`config.mk`:
```
export PLATFORM = sky130hd
export DESIGN_NAME = cache_flush_ctrl
export DESIGN_NICKNAME = d
export VERILOG_FILES = /design/src/rtl/cache_pkg.sv /design/src/rtl/cache_flush_walker.sv /design/src/rtl/cache_flush_ctrl.sv
export SDC_FILE = /design/constraint.sdc
export NUM_CORES = 1
export LEC_CHECK = 0
export CELL_PAD_IN_SITES_DETAIL_PLACEMENT = 1
export CELL_PAD_IN_SITES_GLOBAL_PLACEMENT = 1
export CORE_UTILIZATION = 30
export DETAILED_ROUTE_END_ITERATION = 10
export PLACE_DENSITY_LB_ADDON = 0.1
export SETUP_SLACK_MARGIN = 0.2
export SLEW_MARGIN = 20
export SYNTH_ARGS = -nofsm -noshare
export SYNTH_HDL_FRONTEND = slang
export SYNTH_SLANG_ARGS = --single-unit
```
`constraint.sdc`:
```
create_clock -name clk -period 2.05 [get_ports clk]
set_input_delay 0.41 -clock clk [delete_from_list [all_inputs] [get_ports clk]]
set_output_delay 0.41 -clock clk [all_outputs]
set_load 0.05 [all_outputs]
```
`src/rtl/cache_pkg.sv`:
```
// Shared types and constants for the cache valid-bit flush sequencer.
package cache_pkg;

    typedef enum logic [1:0] {
        IDLE  = 2'd0,
        FLUSH = 2'd1,
        DONE  = 2'd2
    } flush_state_t;

    // Word written to every entry during a sweep; sliced to the memory width at use.
    localparam logic [63:0] CACHE_INVALID = 64'd0;

endpackage

```
`src/rtl/cache_flush_walker.sv`:
```
// Sweep index counter: load-zero, increment, and all-ones terminal flag.
module cache_flush_walker #(
    parameter int ADDR_WIDTH = 8
) (
    input  logic                  clk,
    input  logic                  rst,
    input  logic                  clr,
    input  logic                  inc,
    output logic [ADDR_WIDTH-1:0] idx,
    output logic                  last
);

    always_ff @(posedge clk) begin
        if (rst || clr) begin
            idx <= '0;
        end else if (inc) begin
            idx <= idx + ADDR_WIDTH'(1);
        end
    end

    // Terminal on all-ones so the counter never needs an extra wrap bit.
    assign last = &idx;

endmodule

```
`src/rtl/cache_flush_ctrl.sv`:
```
// Flush sequencer and port arbiter for cache_vmem; CACHE_FLUSH_ON_RESET_EN
// makes reset start a full sweep instead of entering IDLE.
module cache_flush_ctrl
    import cache_pkg::*;
#(
    parameter int ADDR_WIDTH = 8,
    parameter int DATA_WIDTH = 8
) (
    input  logic                  clk,
    input  logic                  rst,
    input  logic                  flush_req,
    input  logic [ADDR_WIDTH-1:0] cache_addr,
    input  logic                  cache_write,
    input  logic [DATA_WIDTH-1:0] cache_data,
    output logic [ADDR_WIDTH-1:0] vmem_addr,
    output logic                  vmem_write,
    output logic [DATA_WIDTH-1:0] vmem_data,
    output logic                  cache_stall,
    output logic                  flush_done
);

`ifdef CACHE_FLUSH_ON_RESET_EN
    localparam flush_state_t RESET_STATE = FLUSH;
`else
    localparam flush_state_t RESET_STATE = IDLE;
`endif

    flush_state_t          state_q;
    flush_state_t          state_d;
    logic                  walk_clr;
    logic                  walk_inc;
    logic                  walk_last;
    logic [ADDR_WIDTH-1:0] idx;

    cache_flush_walker #(
        .ADDR_WIDTH(ADDR_WIDTH)
    ) u_walker (
        .clk  (clk),
        .rst  (rst),
        .clr  (walk_clr),
        .inc  (walk_inc),
        .idx  (idx),
        .last (walk_last)
    );

    always_ff @(posedge clk) begin
        if (rst) begin
            state_q <= RESET_STATE;
        end else begin
            state_q <= state_d;
        end
    end

    always_comb begin
        state_d     = state_q;
        walk_clr    = 1'b0;
        walk_inc    = 1'b0;
        vmem_addr   = cache_addr;
        vmem_write  = cache_write;
        vmem_data   = cache_data;
        cache_stall = 1'b0;
        flush_done  = 1'b0;
        case (state_q)
            IDLE: begin
                // A fill in this same cycle still lands; the sweep then clears it.
                if (flush_req) begin
                    state_d  = FLUSH;
                    walk_clr = 1'b1;
                end
            end
            FLUSH: begin
                vmem_addr   = idx;
                vmem_write  = 1'b1;
                vmem_data   = CACHE_INVALID[DATA_WIDTH-1:0];
                cache_stall = 1'b1;
                if (walk_last) begin
                    state_d = DONE;
                end else begin
                    walk_inc = 1'b1;
                end
            end
            DONE: begin
                flush_done  = 1'b1;
                cache_stall = 1'b1;
                vmem_write  = 1'b0;
                state_d     = IDLE;
            end
            default: begin
                state_d = IDLE;
            end
        endcase
    end

endmodule

```
=== Word level (Yosys, flattened, before mapping) ===
Cells that the tools add are included.

* Register bits: 10
* Input port bits: 20
* Output and inout port bits: 19
* Logic and storage cells: 24

* Add/subtract/negate cells: 1
* Equal/unequal tests: 4
* Mux-type cells: 12
* Reductions and logical operators: 5

{| class="wikitable"
|+ Operators by type and width
! cell !! count
|-
| 2-to-1 mux 8 bit || 2
|-
| adder 8 x 1 -> 8 bit, second input constant || 1
|-
| AND reduction 8 bit || 1
|-
| 2-to-1 mux 1 bit || 6
|-
| 2-to-1 mux 2 bit || 2
|-
| one-hot mux 2 bit (2 select lines) || 1
|-
| equality test 2 x 1 -> 1 bit, second input constant || 1
|-
| equality test 2 bit, second input constant || 1
|-
| logical NOT 2 bit || 1
|-
| inequality test 2 x 1 -> 1 bit, second input constant || 1
|-
| inequality test 2 bit, second input constant || 1
|-
| one-hot mux 1 bit (2 select lines) || 1
|-
| AND reduction 2 bit || 1
|-
| OR reduction 2 bit || 1
|-
| logical OR 1 bit || 1
|}

=== Depth between registers and ports, before layout ===
Gate-level depths: netlist of the first run.

* Word-level depth: 3
* Depth in mapped cells: 6
* Mapped depth without buffers: 5

=== Cells and area by module ===
Synthesis of the first run repeated with hierarchy kept, for this count alone.

* Cell total of the unflattened synthesis: 77
* Area total of the unflattened synthesis: 715.7 µm²

{| class="wikitable"
|+ Modules (own cells, without submodules)
! module !! instances !! cells an instance !! area an instance (µm²) !! seq. area each (µm²)
|-
| cache_flush_ctrl || 1 || 37 || 360.3 || 40.0
|-
| cache_flush_walker || 1 || 40 || 355.3 || 160.2
|}

=== Worst setup path after synthesis of the first run ===
OpenSTA, ideal clock, no wires.

* Kind: register to output
* From: register state_q[1]
* To: output port vmem_data[0]
* Arrival: 1.511 ns
* Data required time: 1.640 ns
* Path slack: 0.129 ns
* Cell stages (with the launch flop): 5
* Path buffers: 1
* Path through: dfxtp_1 > inv_1 > ha_1 > clkbuf_1 > nor2b_1

* Longest elaborated chain between the ends: 2

{| class="wikitable"
|+ Ends and longest elaborated chain
! element !! line !! text
|-
| start: declaration || cache_flush_ctrl.sv:28 || <nowiki>flush_state_t state_q;</nowiki>
|-
| start signal: assignment || cache_flush_ctrl.sv:50 || <nowiki>state_q <= state_d;</nowiki>
|-
| equality test 2 x 1 -> 1 bit || cache_flush_ctrl.sv:63 || <nowiki>case (state_q)</nowiki>
|-
| 2-to-1 mux 8 bit || cache_flush_ctrl.sv:63 ||
|-
| end: declaration || cache_flush_ctrl.sv:17 || <nowiki>output logic [DATA_WIDTH-1:0] vmem_data,</nowiki>
|}

No other way between the ends.

=== Worst setup path after layout of the first run ===
* From: register state_q[1]
* To: output port vmem_addr[3]

* Longest elaborated chain between the ends: 2

{| class="wikitable"
|+ Ends and longest elaborated chain
! element !! line !! text
|-
| equality test 2 x 1 -> 1 bit || cache_flush_ctrl.sv:63 ||
|-
| 2-to-1 mux 8 bit || cache_flush_ctrl.sv:63 ||
|-
| end: declaration || cache_flush_ctrl.sv:15 || <nowiki>output logic [ADDR_WIDTH-1:0] vmem_addr,</nowiki>
|}

No other way between the ends.

==> results of run 1 <==
[worst max-delay path by stage]
stage          startpoint            to  slack [ns]
6_report       state_q[1]  vmem_addr[3]        0.15
5_1_grt        state_q[1]  vmem_addr[6]        0.11
4_1_cts        state_q[1]  vmem_addr[3]        0.15
3_5_place_dp   state_q[1]  vmem_addr[3]        0.24
3_3_place_gp   state_q[0]    vmem_write        0.32
2_1_floorplan  state_q[1]  vmem_data[0]        0.13
[routing by layer]
metal	vias to the layer above	global-route usage [%]	share of wire (%)
li1	417	-	-
met1	423	22.2	41
met2	34	36.3	53
met3	2	5.75	6.0
met4	0	9.21	0.67
met5	-	0	0
[metrics by stage]
step / hold slack (ns) / cell area [µm²] / cells / util (%) / total power [W]
after floorplan: 0.457 / 778 / 87 / - / 0.000924
after global placement: 0.474 / 1170 / 153 / 47.6 / 0.00124
after detailed placement: 0.480 / 1170 / 153 / 47.6 / 0.00127
after CTS: 0.495 / 1380 / 161 / 56.2 / 0.00171
after global routing: 0.521 / 1390 / 162 / 56.6 / 0.00182
final: 0.492 / 1390 / 162 / 56.6 / 0.00173
[kinds of logic after synthesis]
family | count (synthesis)
mux | 11
flops | 10
compound gates | 15
fa+ha+maj | 5
buf+inv | 8
simple gates | 38
[state kept, by name (all words and copies together) (netlist names)]
name and flops:
u_walker.idx 8, state_q 2
[layout by cell type (no fill, tap or decap), types with 2 or more instances in the layout]
master and count:
nand4_1 2, buf_4 15, mux2i_1 2, nand3_1 4
nor2b_1 9, nand2_1 7, dfxtp_1 8, ha_1 3
a21oi_1 3, and4_1 2, inv_1 2, and3_1 2
mux2_4 9, nor3_1 2, clkdlybuf4s50_1 19, buf_8 9
nand2b_1 2, a31oi_1 4, buf_12 2, ha_4 2
clkbuf_4 3
[layout make-up]
type	count	area, µm²
flip-flops and latches	10	205
well taps	30	37.5
repair buffers	46	505
clock buffers	3	22.5
inverters	4	17.5
multi-input cells	69	601
fillers	274	1070
[what timing repair did]
item	4_1_cts	5_1_grt
buffers inserted	4	1
gates cloned	1	0
pin swaps	1	0
setup endpoints to repair	11	9
endpoints found under the hold margin	0	0
resized for setup	36	1
[power by group]
part	leakage [nW]	internal [W]	total (W)	switching, W
logic	0.481	0.000631	0.00136	0.000727
clock network	0.0138	0.0000678	0.000138	0.0000697
registers	0.0820	0.000218	0.000237	0.0000199
[critical path, stage by stage (launching register included)]
cell and delay, ns:
dfxtp_2 0.34, inv_4 0.08, ha_4 0.19, buf_8 0.14
mux2_4 0.31, buf_8 0.15
==> out/results.tsv, run 1 <==
stage	metric	value	unit
run_status	status	finished clean	
sta	FMAX	0.528	GHz
min_path	Hold Crit Endpoint	u_walker.idx[1]	
synthesis	synthesized instance count	87	
synthesis	share of the synthesized area in the top cell type	25.7	%
synthesis	syn_area_per_cell	8.95	µm²
global_route	vias in the first global route	892	
setup_path	worst endpoint required time	1.64	ns
clocking	CTS Sinks	10	
floorplan	Cell Rows	18	
synthesis	Post-Synth Simple-Gate Area	31.7	%
setup_path	Setup crit end kind	primary output	
synthesis	ys async rst share	0	%
placement	port buffer count	38	
placement	GP Congestion	0.799	
sta	final worst-path setup slack	0.154	ns
sta	Worst Tran Pin Value	0.523	ns
synthesis	Primary FF master, synth	dfxtp_1	
floorplan	core area	2450	µm²
drt	WL per Instance	15.6	µm
synthesis	count leader, synth	dfxtp_1	
sta	Tmin final	1.90	ns
synthesis	Post-Synth XOR/XNOR Area	0	%
clocking	CTS Hold Bufs	0	
synthesis	largest family of logic cells by synthesized area	simple AND/OR/NAND/NOR gates	
global_route	first-pass GRT wire length	4130	µm
global_route	Total GRT Usage	20.4	%
layout	Nets	159	
sta	Final TNS setup	0	ns
floorplan	starting density of the core	31.7	%
drt	initial DRC count	7	
clocking	H-tree levels	1	
synthesis	Seq/Total Area, Yosys	25.7	%
clocking	CTS Buf Count	3	
sta	Worst slew margin	65.1	%
floorplan	die footprint	2800	µm²
setup_path	crit path kind	flip-flop to primary output	
synthesis	portion of netlist area occupied by mux cells	15.6	%
setup_path	R2R depth	9	
synthesis	EDFF count, synth	0	
sta	RSZ-0062 raised after global routing	true	
clocking	clock slew seen by the registers of the worst setup and hold paths	0.07	ns
clocking	TritonCTS clock tree	built	
placement	hpwl dp	1840	µm
setup_path	Worst Path Max Fanout	6	
synthesis	post-synth top area cell	dfxtp_1	
sta	Max Slew Vio Count	0	
power_and_ir_drop	cell area power density	1250	nW/µm²
synthesis	Netlist cell types	34	
global_route	antenna violations before repair	0	
min_path	Hold Startpoint	u_walker.idx[1]	
floorplan	Die H	52.9	µm
global_route	Congestion Overflow GR	0	
synthesis	post-synthesis compound-gate area fraction	14.3	%
setup_path	FF-to-FF Start	state_q[1]	
drt	final WL	2520	µm
power_and_ir_drop	VDD IR max	0.000783	V
drt	Antenna Nets Post-Route	0	
min_path	hold path cells	2	
global_route	largest net degree at the start of global routing	10	
synthesis	most instantiated cells after synthesis	dfxtp_1 (10), mux2_2 (9), nor2b_1 (9)	
synthesis	Post-Synth Adder-Cell Area	8.04	%
sta	Final Hold Viols	0	
synthesis	Synthesized Nets	112	
power_and_ir_drop	Leak	0.577	nW
sta	Fin Clk Skew	0.00489	ns
clocking	maximum buffer depth of the clock tree	2	
drt	total vias in the final route	876	
setup_path	Startpoint Class	flip-flop	
drt	# DRC	0	
drt	drt first pass iters	4	
run	max cap viols	0	
clocking	Skew-Pair Late Insertion Delay	0.26	ns
min_path	Hold Crit Class	flip-flop to flip-flop	
drt	DR vias/cell	5.41	
clocking	CTS root buf	clkbuf_4	
synthesis	synth warn	0	
sta	Tcrit/Tclk final	92.5	%
synthesis	Synth Cell Area	778	µm²
setup_path	WP data arrival	1.49	ns
synthesis	dominant cells by area after synthesis	dfxtp_1 (26%), mux2_2 (13%), ha_1 (8.0%)	
layout	n_diodes	0	
setup_path	reg2reg end	state_q[0]	
floorplan	Ports	39	
layout	share of post-route cells with drive strength above 1	39.4	%
floorplan	die width	52.9	µm
sta	Final setup violation count	0	
layout	Syn-to-layout area delta	78.5	%
placement	pre-CTS WS	0.239	ns
synthesis	#FFs+latches synth	10	
setup_path	r2r setup slk	0.36	ns
(Power assumes the default switching activity.)
==> inputs of run 2 (changes only) <==
--- a/config.mk
+++ b/config.mk
@@ -5,9 +5,10 @@
 export SDC_FILE = /design/constraint.sdc
 export NUM_CORES = 1
 export LEC_CHECK = 0
+export ABC_AREA = 1
 export CELL_PAD_IN_SITES_DETAIL_PLACEMENT = 1
 export CELL_PAD_IN_SITES_GLOBAL_PLACEMENT = 1
-export CORE_UTILIZATION = 30
+export CORE_UTILIZATION = 25
 export DETAILED_ROUTE_END_ITERATION = 10
 export PLACE_DENSITY_LB_ADDON = 0.1
 export SETUP_SLACK_MARGIN = 0.2
==> constraint.sdc (replaced) <==
create_clock -name clk -period 2.12 [get_ports clk]
set_input_delay 0.424 -clock clk [delete_from_list [all_inputs] [get_ports clk]]
set_output_delay 0.424 -clock clk [all_outputs]
set_load 0.05 [all_outputs]
==> run 2 against run 1 <==
Flip-flop and latch count unchanged. The run now ends with DRC left. Clock power about the same. Critical path type unchanged. Register-to-register slack improved by 0.09 ns. Clock-buffer cell count stayed put. Largest power group unchanged. Via count grew 3.9%. Routed wire length increased by 2.1%. Hold slack better by 0.020 ns. Highest routed layer unchanged.
==> out/results.tsv, run 2 <==
stage	metric	value	unit
setup_path	FF-to-FF Start	u_walker.idx[0]	
sta	Max Slew Vio Count	0	
synthesis	#FFs+latches synth	10	
setup_path	reg2reg end	state_q[0]	
run_status	status	finished with violations	
drt	total vias in the final route	910	
clocking	CTS Hold Bufs	0	
layout	footprint of the multi-input gates	497	µm²
min_path	Hold Crit Class	flip-flop to flip-flop	
synthesis	Synthesized Nets	151	
drt	DR vias/cell	4.60	
drt	final WL	2580	µm
floorplan	starting density of the core	26.9	%
setup_path	r2r setup slk	0.45	ns
layout	Filler Cells Inserted	364	
clocking	clock slew seen by the registers of the worst setup and hold paths	0.07	ns
sta	Fin Clk Skew	0.00202	ns
sta	FMAX	0.537	GHz
synthesis	share of the synthesized area in the top cell type	26.3	%
global_route	Total GRT Usage	17.5	%
clocking	CTS Sinks	10	
clocking	Skew-Pair Late Insertion Delay	0.27	ns
synthesis	synthesized instance count	126	
placement	GP Congestion	0.765	
layout	commonest non-fill, non-tap cells in the layout	nor2_1 (28), nand2_1 (22), inv_1 (21), clkdlybuf4s50_1 (19), buf_4 (12)	
drt	# DRC	1	
setup_path	Startpoint Class	flip-flop	
placement	pre-CTS WS	0.270	ns
floorplan	die footprint	3270	µm²
synthesis	synth warn	0	
setup_path	Setup crit end kind	primary output	
layout	Nets	194	
layout	Sequential Area	205	µm²
placement	Placed Cells	193	
layout	Syn-to-layout area delta	75.7	%
sta	Worst Tran Pin Value	0.517	ns
drt	drt first pass iters	9	
synthesis	syn_area_per_cell	6.04	µm²
clocking	maximum buffer depth of the clock tree	2	
setup_path	crit path kind	flip-flop to primary output	
placement	port buffer count	38	
global_route	first-pass GRT wire length	4320	µm
setup_path	R2R depth	8	
setup_path	worst endpoint required time	1.70	ns
synthesis	Netlist cell types	18	
layout	most common cell after layout, fill and taps aside	nor2_1	
sta	final worst-path setup slack	0.259	ns
global_route	vias in the first global route	979	
layout	Regs by FF count	u_walker.idx x8, state_q x2	
sta	Tcrit/Tclk final	87.8	%
global_route	largest net degree at the start of global routing	14	
floorplan	Cell Rows	19	
layout	max reg flops	8	
setup_path	Worst Path Max Fanout	10	
layout	register with the most flip-flops	u_walker.idx	
layout	n_diodes	0	
drt	Antenna Nets Post-Route	0	
power_and_ir_drop	Leak	0.600	nW
sta	Fin Hold WS	0.512	ns
clocking	H-tree levels	1	
synthesis	dominant cells by area after synthesis	dfxtp_1 (26%), nor2_1 (14%), inv_1 (11%)	
floorplan	Die H	57.2	µm
global_route	antenna violations before repair	0	
layout	share of post-route cells with drive strength above 1	26.3	%
synthesis	Synth Cell Area	761	µm²
clocking	CTS Buf Count	3	
synthesis	most instantiated cells after synthesis	nor2_1 (28), inv_1 (23), nand2_1 (22)	
setup_path	WP data arrival	1.44	ns
power_and_ir_drop	Tot Pwr	0.00187	W
synthesis	count leader, synth	nor2_1	
global_route	Congestion Overflow GR	0	
min_path	Hold Crit Endpoint	u_walker.idx[1]	
sta	Worst slew margin	65.5	%
clocking	TritonCTS clock tree	built	
drt	WL per Instance	13.0	µm
placement	hpwl dp	2030	µm
synthesis	post-synth top area cell	dfxtp_1	
floorplan	die width	57.2	µm
sta	Tmin final	1.86	ns
power_and_ir_drop	cell area power density	1400	nW/µm²
run	max cap viols	0	
synthesis	EDFF count, synth	0	
drt	initial DRC count	11	
sta	Final Hold Viols	0	
synthesis	ys async rst share	0	%
min_path	hold path cells	2	
sta	Final setup violation count	0	
run_status	failing checks	DRC	
sta	Final TNS setup	0	ns
clocking	CTS root buf	clkbuf_4	
synthesis	Primary FF master, synth	dfxtp_1	
sta	RSZ-0062 raised after global routing	true	
floorplan	core area	2830	µm²
floorplan	Ports	39	
min_path	Hold Startpoint	u_walker.idx[1]	
synthesis	Seq/Total Area, Yosys	26.3	%
power_and_ir_drop	VDD IR max	0.000519	V
layout	final cell count without fillers	198	
run 2: worst max-delay path by stage:
stage	startpoint	end	slack, ns	cells past startpoint
5_1_grt	state_q[1]	vmem_addr[4]	0.17	6
2_1_floorplan	state_q[1]	vmem_data[0]	0.10	5
3_5_place_dp	state_q[1]	vmem_addr[6]	0.27	6
4_1_cts	state_q[1]	vmem_addr[6]	0.18	6
6_report	state_q[1]	vmem_addr[4]	0.26	6
3_3_place_gp	state_q[1]	vmem_addr[6]	0.36	6
run 2: worst max-delay path, stage by stage, from the launching register on:
cell,delay (ns)
dfxtp_2,0.34
inv_4,0.09
ha_4,0.22
buf_8,0.15
nor2_1,0.06
a21oi_2,0.15
buf_12,0.16
run 2: area by class of cell:
| type | instances | share of cell area, % |
|---|---|---|
| Multi-Input combinational cell | 88 | 37.2 |
| Timing Repair Buffer | 43 | 36.2 |
| Sequential cell | 10 | 15.4 |
| Inverter | 23 | 6.65 |
| Tap cell | 31 | 2.90 |
| Clock buffer | 3 | 1.69 |
run 2: metrics by stage:
stage | utilization (%) | cell area [µm²]
5_1_grt | 47.2 | 1340
6_report | 47.2 | 1340
2_1_floorplan | - | 783
4_1_cts | 45.6 | 1290
3_3_place_gp | 43.7 | 1240
3_5_place_dp | 43.7 | 1240
run 2: per-layer routing:
metal	wire length (µm)	GRT usage [%]
met1	1110	19.4
met4	28	9.41
met3	95	2.72
met2	1340	31.9
met5	0	0
run 2: kinds of logic (layout without fill, tap and decap cells):
family | after synthesis | after routing | synth area share, %
buffers and inverters | 28 | 69 | 15.1
adder cells (fa/ha/maj) | 5 | 5 | 8.22
flip-flops | 10 | 10 | 26.3
AND/OR/NAND/NOR | 66 | 66 | 36.5
multiplexers | 3 | 3 | 4.44
AO/OA/AOI/OAI | 14 | 14 | 9.38
run 2: where the power goes:
part           leakage (nW)  internal, W  switching, W
Combinational         0.504     0.000618      0.000868
Sequential           0.0820     0.000218     0.0000280
Clock                0.0138    0.0000658     0.0000708
Total                 0.600     0.000902      0.000967
run 2: timing repair:
| action | in CTS | in global routing |
|---|---|---|
| pin swaps | 0 | 1 |
| setup buffers | 0 | 2 |
| setup endpoints to repair | 17 | 9 |
| gates resized for setup | 8 | 9 |
==> inputs of run 3 (changes only) <==
--- a/config.mk
+++ b/config.mk
@@ -8,7 +8,8 @@
 export ABC_AREA = 1
 export CELL_PAD_IN_SITES_DETAIL_PLACEMENT = 1
 export CELL_PAD_IN_SITES_GLOBAL_PLACEMENT = 1
-export CORE_UTILIZATION = 25
+export CORE_ASPECT_RATIO = 0.7
+export CORE_UTILIZATION = 27
 export DETAILED_ROUTE_END_ITERATION = 10
 export PLACE_DENSITY_LB_ADDON = 0.1
 export SETUP_SLACK_MARGIN = 0.2
==> constraint.sdc (replaced) <==
create_clock -name clk -period 2.3 [get_ports clk]
set_input_delay 0.46 -clock clk [delete_from_list [all_inputs] [get_ports clk]]
set_output_delay 0.46 -clock clk [all_outputs]
set_load 0.05 [all_outputs]
==> run 3 against run 2 <==
Power fell by 9.1%. Hold slack hardly changed. The run now ends clean. Setup slack gained 0.0095 ns. Clock-buffer cell count unchanged. Sequential share of layout area barely moved. Non-clock buffer count shrank 3. Die area decreased by 7.0%. Global-route usage grew 0.10 points. Clock power is 38% higher. Design area decreased by 2.5%.
==> out/results.tsv, run 3 (synthesis gave the netlist of run 2 again) <==
stage	metric	value	unit
floorplan	die footprint	3040	µm²
sta	Max Slew Vio Count	0	
clocking	CTS Hold Bufs	0	
sta	FMAX	0.492	GHz
floorplan	Cell Rows	15	
layout	share of post-route cells with drive strength above 1	18.9	%
placement	GP Congestion	0.762	
sta	Worst Tran Pin Value	0.515	ns
setup_path	worst path cell trace	inv_1, ha_1, mux2_2, buf_12	
drt	drt first pass iters	4	
drt	initial DRC count	19	
min_path	hold path cells	2	
setup_path	reg2reg end	state_q[0]	
layout	Regs by FF count	u_walker.idx x8, state_q x2	
clocking	clock slew seen by the registers of the worst setup and hold paths	0.05	ns
floorplan	starting density of the core	29.6	%
min_path	Hold Crit Class	flip-flop to flip-flop	
drt	WL per Instance	13.9	µm
global_route	largest net degree at the start of global routing	36	
sta	Tcrit/Tclk final	88.3	%
global_route	Congestion Overflow GR	0	
setup_path	r2r setup slk	0.66	ns
setup_path	Startpoint Class	flip-flop	
setup_path	biggest cell delay along the critical path	0.39	ns
clocking	TritonCTS clock tree	built	
layout	register with the most flip-flops	u_walker.idx	
clocking	Skew-Pair Late Insertion Delay	0.24	ns
drt	# DRC	0	
placement	Placed Cells	194	
layout	commonest non-fill, non-tap cells in the layout	nor2_1 (28), inv_1 (23), nand2_1 (22), clkdlybuf4s50_1 (19), buf_4 (11)	
power_and_ir_drop	Tot Pwr	0.00170	W
power_and_ir_drop	Leak	0.588	nW
layout	n_diodes	0	
placement	pre-CTS WS	0.426	ns
setup_path	R2R depth	8	
setup_path	crit path kind	flip-flop to primary output	
placement	port buffer count	38	
layout	final instance area	1300	µm²
sta	Tmin final	2.03	ns
setup_path	Slowest-stage cell, CP	dfxtp_1	
placement	Placed Area	1220	µm²
clocking	maximum buffer depth of the clock tree	2	
drt	Antenna Nets Post-Route	0	
layout	Syn-to-layout area delta	71.2	%
layout	most common cell after layout, fill and taps aside	nor2_1	
setup_path	Worst Path Max Fanout	3	
power_and_ir_drop	cell area power density	1300	nW/µm²
global_route	vias in the first global route	889	
sta	Fin Clk Skew	0.00260	ns
layout	Nets	191	
setup_path	FF-to-FF Start	u_walker.idx[1]	
global_route	first-pass GRT wire length	3890	µm
clocking	H-tree levels	1	
floorplan	die width	65.4	µm
min_path	Hold Crit Endpoint	u_walker.idx[0]	
floorplan	Ports	39	
setup_path	worst endpoint required time	1.84	ns
clocking	CTS Buf Count	3	
run	max cap viols	0	
sta	RSZ-0062 raised after global routing	false	
setup_path	WP data arrival	1.57	ns
drt	final WL	2750	µm
layout	final cell count without fillers	198	
sta	final worst-path setup slack	0.268	ns
min_path	Hold Startpoint	u_walker.idx[0]	
floorplan	Die H	46.4	µm
sta	Worst slew margin	65.8	%
run_status	status	finished clean	
layout	max reg flops	8	
layout	Sequential Area	200	µm²
setup_path	Setup crit end kind	primary output	
drt	DR vias/cell	4.61	
layout	Filler Cells Inserted	328	
power_and_ir_drop	VDD IR max	0.000591	V
sta	Final TNS setup	0	ns
sta	Final Hold Viols	0	
clocking	Setup Fix Bufs, Post-CTS	0	
clocking	CTS root buf	clkbuf_8	
drt	total vias in the final route	913	
floorplan	core area	2570	µm²
clocking	CTS Sinks	10	
layout	footprint of the multi-input gates	465	µm²
global_route	antenna violations before repair	0	
sta	Final setup violation count	0	
global_route	Total GRT Usage	17.6	%
placement	hpwl dp	2020	µm
## run 3: worst max path at each step
stage | start | end | slack, ns | cells after the start
final | state_q[0] | vmem_write | 0.27 | 4
after CTS | state_q[1] | vmem_addr[3] | 0.23 | 5
after floorplan | state_q[1] | vmem_addr[0] | 0.04 | 6
after detailed placement | state_q[0] | flush_done | 0.43 | 3
after global routing | state_q[0] | vmem_write | 0.19 | 4
after global placement | state_q[0] | flush_done | 0.50 | 3
## run 3: power breakdown
group / internal (W) / switching, W
clock: 0.000115 / 0.0000737
sequential: 0.000195 / 0.0000200
combinational: 0.000513 / 0.000781
total: 0.000824 / 0.000874
## run 3: cell type report
class / count / share of cell area (%)
timing repair buffer: 40 / 35.8
multi-input combinational: 88 / 35.7
sequential: 10 / 15.4
inverter: 23 / 6.63
tap: 34 / 3.27
clock buffer: 3 / 3.17
## run 3: critical path: cells and delay by family, from the launching register on
family / cells / cell delay (ns)
buffers and inverters: 2 / 0.26
adder cells (fa/ha/maj): 1 / 0.31
flip-flops: 1 / 0.39
multiplexers: 1 / 0.36
## run 3: per-stage QoR
stage / utilization (%) / hold WS, ns
3_5_place_dp: 47.6 / 0.511
2_1_floorplan: - / 0.471
6_report: 50.7 / 0.512
5_1_grt: 50.7 / 0.526
4_1_cts: 49.2 / 0.517
3_3_place_gp: 47.6 / 0.487
## run 3: repair_timing
item | CTS | global route
endpoints found under the hold margin | 0 | 0
gates cloned | 0 | 1
gates resized for setup | 1 | 2
setup endpoints to repair | 1 | 3
## run 3: per-layer routing
metal / vias to the layer above / global-route usage (%) / routed length (µm)
met5: - / 0 / 0
met4: 0 / 2.61 / 0
met3: 0 / 4.70 / 87
met2: 16 / 33.6 / 1390
met1: 428 / 20.4 / 1280
li1: 469 / - / -
